[config.mk]
export PLATFORM = sky130hd
export DESIGN_NAME = gs232c_age_issue_q_flat
export DESIGN_NICKNAME = d
export VERILOG_FILES = /design/src/rtl/gs232c_age_issue_q_if.sv /design/src/rtl/gs232c_age_issue_q.sv /design/src/flat_wrapper.sv
export SDC_FILE = /design/constraint.sdc
export NUM_CORES = 1
export LEC_CHECK = 0
export ABC_AREA = 0
export CAP_MARGIN = 20
export CORE_UTILIZATION = 50
export DETAILED_ROUTE_END_ITERATION = 7
export GPL_ROUTABILITY_DRIVEN = 0
export MAX_ROUTING_LAYER = met4
export PLACE_DENSITY = 0.71
export SLEW_MARGIN = 20
export SYNTH_ARGS = -nofsm -noshare
export SYNTH_HDL_FRONTEND = slang
export SYNTH_SLANG_ARGS = --single-unit
export TNS_END_PERCENT = 100
[constraint.sdc]
create_clock -name clk -period 6.1 [get_ports clk]
set_input_delay 1.22 -clock clk [delete_from_list [all_inputs] [get_ports clk]]
set_output_delay 1.22 -clock clk [all_outputs]
set_load 0.01 [all_outputs]
[src/rtl/gs232c_age_issue_q_if.sv]
// Handshake bundle for the age-ordered issue queue: enqueue port,
// wakeup broadcast, issue port and occupancy.
interface gs232c_age_issue_q_if #(
  parameter int DW = 32,
  parameter int TW = 4
);
  logic          in_valid;
  logic          in_ready;
  logic [DW-1:0] in_data;
  logic          in_rdy;
  logic [TW-1:0] in_tag;
  logic          wake_valid;
  logic [TW-1:0] wake_tag;
  logic          out_valid;
  logic          out_ready;
  logic [DW-1:0] out_data;
  logic [2:0]    out_idx;
  logic [3:0]    occ;

  modport master (
    output in_valid, in_data, in_rdy, in_tag, wake_valid, wake_tag, out_ready,
    input  in_ready, out_valid, out_data, out_idx, occ
  );

  modport slave (
    input  in_valid, in_data, in_rdy, in_tag, wake_valid, wake_tag, out_ready,
    output in_ready, out_valid, out_data, out_idx, occ
  );
endinterface

[src/rtl/gs232c_age_issue_q.sv]
// 8-entry age-ordered issue queue. Entries are allocated in order at the
// tail, wait for a tag wakeup, and issue oldest-ready-first out of order.
// Head only advances past issued holes, so occupancy is the head..tail span.
module gs232c_age_issue_q #(
  parameter int DW = 32,
  parameter int TW = 4
) (
  input logic                 clk,
  input logic                 resetn,
  gs232c_age_issue_q_if.slave q
);
  localparam int N = 8;

  logic [N-1:0]  valid, rdy;
  logic [N-1:0]  valid_nxt, rdy_nxt;
  logic [TW-1:0] tag_mem  [N];
  logic [DW-1:0] data_mem [N];
  logic [3:0]    head, tail;
  logic [3:0]    head_nxt, tail_nxt, span_nxt;
  logic [3:0]    occ;
  logic          in_ready;
  logic          enq, iss;
  logic          sel_found;
  logic [2:0]    sel_idx;

  // Span between wrap-extended pointers; holes count toward fullness.
  assign occ      = tail - head;
  assign in_ready = (occ != 4'd8);
  assign enq      = q.in_valid && in_ready;
  assign iss      = sel_found && q.out_ready;

  // Oldest-ready select: scan from head slot upward, wrapping at 8.
  always_comb begin
    logic [2:0] idx;
    sel_found = 1'b0;
    sel_idx   = '0;
    idx       = '0;
    for (int k = 0; k < N; k++) begin
      idx = head[2:0] + 3'(k);
      if (!sel_found && valid[idx] && rdy[idx]) begin
        sel_found = 1'b1;
        sel_idx   = idx;
      end
    end
  end

  // Next valid/ready bits: wakeup, then issue clear, then enqueue write.
  // Issue and enqueue never collide because the tail slot is always invalid.
  always_comb begin
    valid_nxt = valid;
    rdy_nxt   = rdy;
    for (int i = 0; i < N; i++) begin
      if (q.wake_valid && valid[i] && !rdy[i] && (tag_mem[i] == q.wake_tag))
        rdy_nxt[i] = 1'b1;
    end
    if (iss) begin
      valid_nxt[sel_idx] = 1'b0;
      rdy_nxt[sel_idx]   = 1'b0;
    end
    if (enq) begin
      valid_nxt[tail[2:0]] = 1'b1;
      rdy_nxt[tail[2:0]]   = q.in_rdy || (q.wake_valid && (q.wake_tag == q.in_tag));
    end
  end

  // Next head: oldest slot still valid after this cycle, else collapse onto tail.
  always_comb begin
    logic [3:0] pos;
    logic       hfound;
    tail_nxt = tail + (enq ? 4'd1 : 4'd0);
    span_nxt = tail_nxt - head;
    head_nxt = tail_nxt;
    hfound   = 1'b0;
    pos      = '0;
    for (int k = 0; k < N; k++) begin
      pos = head + 4'(k);
      if (!hfound && (4'(k) < span_nxt) && valid_nxt[pos[2:0]]) begin
        hfound   = 1'b1;
        head_nxt = pos;
      end
    end
  end

  // Control state: asynchronously cleared, so reset discards every entry.
  always_ff @(posedge clk or negedge resetn) begin
    if (!resetn) begin
      valid <= '0;
      rdy   <= '0;
      head  <= '0;
      tail  <= '0;
    end else begin
      valid <= valid_nxt;
      rdy   <= rdy_nxt;
      head  <= head_nxt;
      tail  <= tail_nxt;
    end
  end

  // Payload and tag storage: written on enqueue only, never reset.
  always_ff @(posedge clk) begin
    if (enq) begin
      data_mem[tail[2:0]] <= q.in_data;
      tag_mem[tail[2:0]]  <= q.in_tag;
    end
  end

  // Issue port outputs are forced to zero when nothing is selectable.
  always_comb begin
    q.in_ready  = in_ready;
    q.occ       = occ;
    q.out_valid = sel_found;
    q.out_idx   = sel_found ? sel_idx : 3'd0;
    q.out_data  = sel_found ? data_mem[sel_idx] : '0;
  end
endmodule

[src/flat_wrapper.sv]
// flat-port wrapper written by rule: the top's interface ports become plain ports
module gs232c_age_issue_q_flat 
#(
  parameter int DW = 32,
  parameter int TW = 4
)
  (clk, resetn, q_in_valid, q_in_data, q_in_rdy, q_in_tag, q_wake_valid, q_wake_tag, q_out_ready, q_in_ready, q_out_valid, q_out_data, q_out_idx, q_occ);
  gs232c_age_issue_q_if #(.DW(DW), .TW(TW)) q_i ();
  input logic clk;
  input logic resetn;
  input wire logic [$bits(q_i.in_valid)-1:0] q_in_valid;
  input wire logic [$bits(q_i.in_data)-1:0] q_in_data;
  input wire logic [$bits(q_i.in_rdy)-1:0] q_in_rdy;
  input wire logic [$bits(q_i.in_tag)-1:0] q_in_tag;
  input wire logic [$bits(q_i.wake_valid)-1:0] q_wake_valid;
  input wire logic [$bits(q_i.wake_tag)-1:0] q_wake_tag;
  input wire logic [$bits(q_i.out_ready)-1:0] q_out_ready;
  output wire logic [$bits(q_i.in_ready)-1:0] q_in_ready;
  output wire logic [$bits(q_i.out_valid)-1:0] q_out_valid;
  output wire logic [$bits(q_i.out_data)-1:0] q_out_data;
  output wire logic [$bits(q_i.out_idx)-1:0] q_out_idx;
  output wire logic [$bits(q_i.occ)-1:0] q_occ;
  assign q_i.in_valid = q_in_valid;
  assign q_i.in_data = q_in_data;
  assign q_i.in_rdy = q_in_rdy;
  assign q_i.in_tag = q_in_tag;
  assign q_i.wake_valid = q_wake_valid;
  assign q_i.wake_tag = q_wake_tag;
  assign q_i.out_ready = q_out_ready;
  assign q_in_ready = q_i.in_ready;
  assign q_out_valid = q_i.out_valid;
  assign q_out_data = q_i.out_data;
  assign q_out_idx = q_i.out_idx;
  assign q_occ = q_i.occ;
  gs232c_age_issue_q #(.DW(DW), .TW(TW)) u_core (.clk(clk), .resetn(resetn), .q(q_i));
endmodule
==> results of run 1 <==
[layout make-up]
class / count / area (µm²)
repair buffers: 144 / 1418
flip-flops and latches: 312 / 9251
multi-input cells: 947 / 5674
fillers: 2385 / 11850
clock inverters: 19 / 192.7
inverters: 29 / 118.9
well taps: 390 / 488.0
clock buffers: 38 / 802.0
[path summary, 6_finish.rpt]
path	from	endpoint	slack (ns)
setup / recovery	u_core.head[0]	q_out_data[18]	0.06
hold / removal	u_core.tail[0]	u_core.tail[0]	0.63
setup reg to reg	u_core.head[0]	u_core.head[2]	0.26
hold reg to reg	u_core.tail[0]	u_core.tail[0]	0.63
max in group asynchronous	resetn	u_core.tail[1]	4.76
min in group asynchronous	resetn	u_core.rdy[3]	1.05
[routing by layer]
layer	global-route usage (%)	up-vias	wire [µm]
met1	33.64	5577	15750
met3	3.995	106	3524
met5	-	-	0
met2	42.40	590	19130
li1	-	5265	-
met4	9.267	0	1306
[state kept, by name, summed over array words and instances, names as in the netlist]
| name | cells |
|---|---|
| u_core.data_mem | 256 |
| u_core.head | 4 |
| u_core.rdy | 8 |
| u_core.tag_mem | 32 |
| u_core.tail | 4 |
| u_core.valid | 8 |
[worst reg2reg max path: cells and delay by family (launching register included)]
family                   cells  cell delay [ns]
multiplexers                 1             0.60
AND/OR/NAND/NOR              7             1.71
buffers and inverters        6             0.95
flip-flops                   1             0.41
adder cells (fa/ha/maj)      1             0.35
AO/OA/AOI/OAI                5             1.67
[timing repair]
item | CTS | global route
cloned | 0 | 1
setup endpoints to repair | 32 | 33
gates resized for setup | 13 | 19
setup buffers | 0 | 3
[placed cells by master, fill, tap and decap left out, types with 7 or more instances in the layout]
cell,netlist,layout
and2_1,10,8
nor2_1,57,51
xnor2_1,15,12
mux4_2,15,15
clkbuf_1,57,7
nor4_1,10,10
ha_1,15,14
inv_1,23,20
o22ai_1,10,10
mux2i_1,9,9
o211ai_1,7,7
xor2_1,26,25
nand3_1,227,227
clkbuf_16,0,32
clkdlybuf4s50_1,0,85
nand4_1,9,9
clkinv_1,2,9
a31oi_1,10,9
nand2_1,302,302
dfrtp_1,24,22
buf_4,0,48
o21ai_0,19,19
edfxtp_1,288,288
a21oi_1,56,54
nor3_1,14,14
[kinds of logic (layout without fill, tap and decap cells)]
family	after synthesis	count (layout)	share of synthesized area (%)
adders and majority gates	17	17	1.492
xor gates and xnor gates	42	42	2.460
and+or+nand+nor	675	675	20.47
AOI/OAI and AO/OA	187	187	8.880
buffers and inverters	114	230	3.108
DFF	312	312	60.61
muxes	26	26	2.976
[through the flow]
| stage | util, % | worst slack, ns | cells | area [µm²] | hold WS [ns] |
|---|---|---|---|---|---|
| floorplan | - | 0.03052 | 1373 | 15290 | 0.5402 |
| global placement | 56.20 | 0.2135 | 1817 | 16740 | 0.5966 |
| detailed placement | 56.20 | 0.1574 | 1817 | 16740 | 0.6100 |
| CTS | 59.67 | 0.01184 | 1874 | 17780 | 0.6285 |
| global route | 60.23 | -0.03995 | 1879 | 17940 | 0.6723 |
| finish | 60.23 | 0.06223 | 1879 | 17940 | 0.6301 |
==> out/qor.yml, run 1 <==
status:
  status: "completed"
logic_synthesis:
  synth_top_cell_area_share_pct: 56.67
  synth_edf_count: 288
  async_flop_share_pct: 7.692
  ys_seq_area_share_pct: 60.61
  syn_area_per_cell_um2: 11.11
  syn_nets: 1436
  yosysTopAreaCell: "edfxtp_1"
  synth_commonest_cells: "nand2_1, edfxtp_1, nand3_1"
  synth_flop_cell: "edfxtp_1"
  netlist_top_cells_area: "edfxtp_1, nand3_1, nand2_1"
  yosys_warnings: 0
  synth_area_um2: 15260
  netlist_instances: 1373
  ys_types: 89
  synth-seq-cells: 312
  yosysMostFrequentCell: "nand2_1"
critical_path:
  cp_max_fo: 54
  critPathArrivalTime_ns: 4.82
  path_cells: "clkinv_1, ha_1, inv_4, mux4_2, mux2_1, or4_1, and2_4, and2_4, buf_12, nand3_1, nand3_1, a21oi_1, clkdlybuf4s50_1"
  slowest_delay_ns: 0.65
  path_buf_inv: 4
  cp-start-kind: "flop"
  crit_type: "flop to primary output"
  worst-path-stages: 13
  cpMaxStageDelayCell: "clkdlybuf4s50_1"
  path_delay_family: "simple AND/OR/NAND/NOR gates"
  ff2ff_path_depth: 20
  critPathCaptureType: "primary output"
  crit_required_ns: 4.88
layout:
  antenna_cells: 0
  nets: 1528
  area_growth_pct: 17.60
  layout-drive-gt1-share_pct: 11.95
route:
  totalWireLength_mm: 39.72
  antenna_left: 0
  wl_per_cell_um: 21.14
  route.detailed.drc: 0
  drt_iter0_drc: 1278
  routed_via_density: 6.141
  first_pass_iters: 6
  route.vias.total: 11540
clocking:
  clk_pin_slew_ns: 0.06
  cts.sinks: 312
  ctsHoldBuffers: 0
  clock_latency_ns: 0.55
  cts_buffer_depth: 3
  numCtsBuffers: 31
  cts-root-buf: "clkbuf_16"
  htree_levels: 1
  cts_tree: "yes"
floorplan:
  die_area_um2: 31220
  io_pins: 87
  die_w_um: 176.7
  rows: 63
  core_area_um2: 29800
  die_y_um: 176.7
  initial_core_util_pct: 51.21
sta:
  relSlewSlack_pct: 54.34
  hold_viol_final: 0
  clock.fmax_mhz: 165.6
  clock_skew_ns: 0.006023
  slew_viol_final: 0
  tns_ns: 0
  worst_pin_slew_ns: 0.6849
  setup_violations: 0
  period_share_pct: 98.98
  min_period_ns: 6.038
global_routing:
  antenna_found_initial: 0
  grt_use_total_pct: 26.19
  grt_max_degree: 131
  grt_pass1_vias: 11350
  grt_overflow: 0
  grt_pass1_wl_mm: 61.76
job:
  drv_cap: 0
place:
  io_buffers: 86
  dp_hpwl_mm: 23.61
hold_path:
  hold_path.class: "flop to flop"
  hold_depth: 1
Power of run 1 is not shown: default switching activity piles up to over one toggle a cycle in this logic, so the estimate is an artifact.
==> inputs of run 2 (changes only) <==
Settings changed: CORE_ASPECT_RATIO set to 0.5, GPL_ROUTABILITY_DRIVEN 0 to 1, REMOVE_ABC_BUFFERS set to 1.
==> run 2 against run 1 <==
  * Hold slack worse by 0.011 ns
  * Highest routed layer unchanged
  * Global-route usage increased by 1.2 points
  * Non-clock buffer count rose by 6
  * Count of clock-buffer cells in the layout fell by 5
  * Register-to-register slack barely moved
  * First-iteration DRC count is 14% lower
  * Sequential share of layout area shrank 0.097 points
==> out/qor.yml, run 2 (synthesized netlist as in run 1, its figures left out) <==
critical_path:
  r2r_setup_slack_ns: 0.27  # was 0.26 ns
  critPathCaptureType: "primary output"  # unchanged
  crit_type: "flop to primary output"  # unchanged
  cp-start-kind: "flop"  # unchanged
  crit_required_ns: 4.88  # about the same
  cp_max_fo: 44  # was 54
  critPathArrivalTime_ns: 4.82  # about the same
  startpoint: "u_core.head[0]"  # unchanged
  ff2ff_path_depth: 23  # was 20
  r2r_start: "u_core.head[0]"  # unchanged
  r2r_end: "u_core.head[2]"  # unchanged
  endpoint: "q_out_data[26]"  # was q_out_data[18]
sta:
  clock_skew_ns: 0.03010  # was 0.006023 ns
  timing.hold.ws_ns: 0.6186  # was 0.6301 ns
  relSlewSlack_pct: 50.79  # was 54.34%
  slew_viol_final: 0  # unchanged
  worst_pin_slew_ns: 0.7195  # was 0.6849 ns
  period_share_pct: 99.03  # was 98.98%
  clock.fmax_mhz: 165.5  # was 165.6 MHz
  setup_violations: 0  # unchanged
  hold_viol_final: 0  # unchanged
  min_period_ns: 6.041  # was 6.038 ns
layout:
  fin_cells: 1882  # was 1879
  area_growth_pct: 17.78  # was 17.60%
  nets: 1531  # was 1528
  fillers: 2344  # was 2385
  largest_reg_flops: 256  # unchanged
  mostFrequentLayoutCell: "nand2_1"  # unchanged
  mostFrequentLayoutCells: "nand2_1, edfxtp_1, nand3_1, clkdlybuf4s50_1, a21oi_1"  # unchanged
  layout-drive-gt1-share_pct: 12.35  # was 11.95%
clocking:
  clk_pin_slew_ns: 0.07  # was 0.06 ns
  ctsHoldBuffers: 0  # unchanged
  numCtsBuffers: 28  # was 31
  htree_levels: 1  # unchanged
  cts-root-buf: "clkbuf_16"  # unchanged
  cts_buffer_depth: 3  # unchanged
  cts.sinks: 312  # unchanged
  clock_latency_ns: 0.59  # was 0.55 ns
  cts_tree: "yes"  # unchanged
place:
  dp_hpwl_mm: 24.98  # was 23.61 mm
  post-place-cells: 1817  # unchanged
  io_buffers: 86  # unchanged
  gp_congestion: 0.9885
route:
  route.detailed.drc: 0  # unchanged
  totalWireLength_mm: 42.06  # was 39.72 mm
  first_pass_iters: 7  # was 6
  route.vias.total: 11670  # was 11.54k
  wl_per_cell_um: 22.35  # was 21.14 µm
  drt_iter0_drc: 1100  # was 1278
  antenna_left: 0  # unchanged
  routed_via_density: 6.199  # was 6.141
floorplan:
  die_w_um: 249.1  # was 176.7 µm
  rows: 44  # was 63
  io_pins: 87  # unchanged
  initial_core_util_pct: 51.71  # was 51.21%
  core_area_um2: 29510  # was 29800 µm²
  die_area_um2: 31260  # was 31220 µm²
  die_y_um: 125.5  # was 176.7 µm
global_routing:
  grt_max_degree: 131  # unchanged
  grt_overflow: 0  # unchanged
  grt_use_total_pct: 27.36  # was 26.19%
  antenna_found_initial: 1  # was 0
  grt_pass1_vias: 11250  # was 11.35k
  grt_pass1_wl_mm: 64.74  # was 61.76 mm
job:
  drv_cap: 0  # unchanged
status:
  status: "completed"  # unchanged
hold_path:
  hold_path.class: "flop to flop"  # unchanged
run 2: routing by layer:
layer | routed length, µm | vias up | GRT usage, %
li1 | - | 5265 | -
met1 | 18130 | 5794 | 37.58
met2 | 19910 | 530 | 42.96
met3 | 2920 | 78 | 3.456
met4 | 1095 | 0 | 8.134
met5 | 0 | - | -
run 2: timing repair:
item / CTS / global route
cloned: 1 / 2
buffers inserted: 2 / 6
pin swaps: 0 / 1
resized for setup: 24 / 22
endpoints found under the hold margin: 0 / 0
setup endpoints to repair: 31 / 21
run 2: critical path, cell delays in order (launching register included):
cell and delay, ns:
dfrtp_1 0.41, buf_6 0.24, nand3_1 0.21, o21a_1 0.19
mux4_2 0.52, mux2_1 0.32, or4_1 0.55, and2_4 0.23
and2_2 0.26, buf_8 0.21, nand3_1 0.12, nand3_1 0.09
a21oi_1 0.21, clkdlybuf4s50_1 0.65
run 2: cell type report:
type                            count  area, µm²  area share [%]
Inverter                           29      121.4          0.6752
Multi-Input combinational cell    947       5647           31.42
Tap cell                          391      489.2           2.722
Timing Repair Buffer              150       1479           8.228
Sequential cell                   312       9249           51.46
Clock inverter                     19      246.5           1.371
Antenna cell                        1      2.502         0.01392
Clock buffer                       33      739.5           4.114
run 2: stage by stage:
step           setup TNS (ns)  area, µm²  setup WS [ns]  utilization [%]
6_report                    0      17970        0.05899            60.91
5_1_grt              -0.09022      17970       -0.06860            60.91
4_1_cts                     0      17760       0.002560            60.20
3_5_place_dp                0      16710         0.1478            56.63
3_3_place_gp                0      16710         0.2221            56.63
2_1_floorplan          -67.22      14900         -2.596                -
run 2: how the worst min path moves through the flow:
stage,slack [ns],start,cells after the start,to
5_1_grt,0.66,u_core.rdy[7],2,u_core.rdy[7]
3_5_place_dp,0.60,u_core.rdy[7],2,u_core.rdy[7]
2_1_floorplan,0.54,u_core.tail[0],1,u_core.tail[0]
6_report,0.62,u_core.rdy[7],2,u_core.rdy[7]
4_1_cts,0.62,u_core.rdy[7],2,u_core.rdy[7]
3_3_place_gp,0.59,u_core.rdy[7],2,u_core.rdy[7]
Power of run 2 is left out for the same reason.
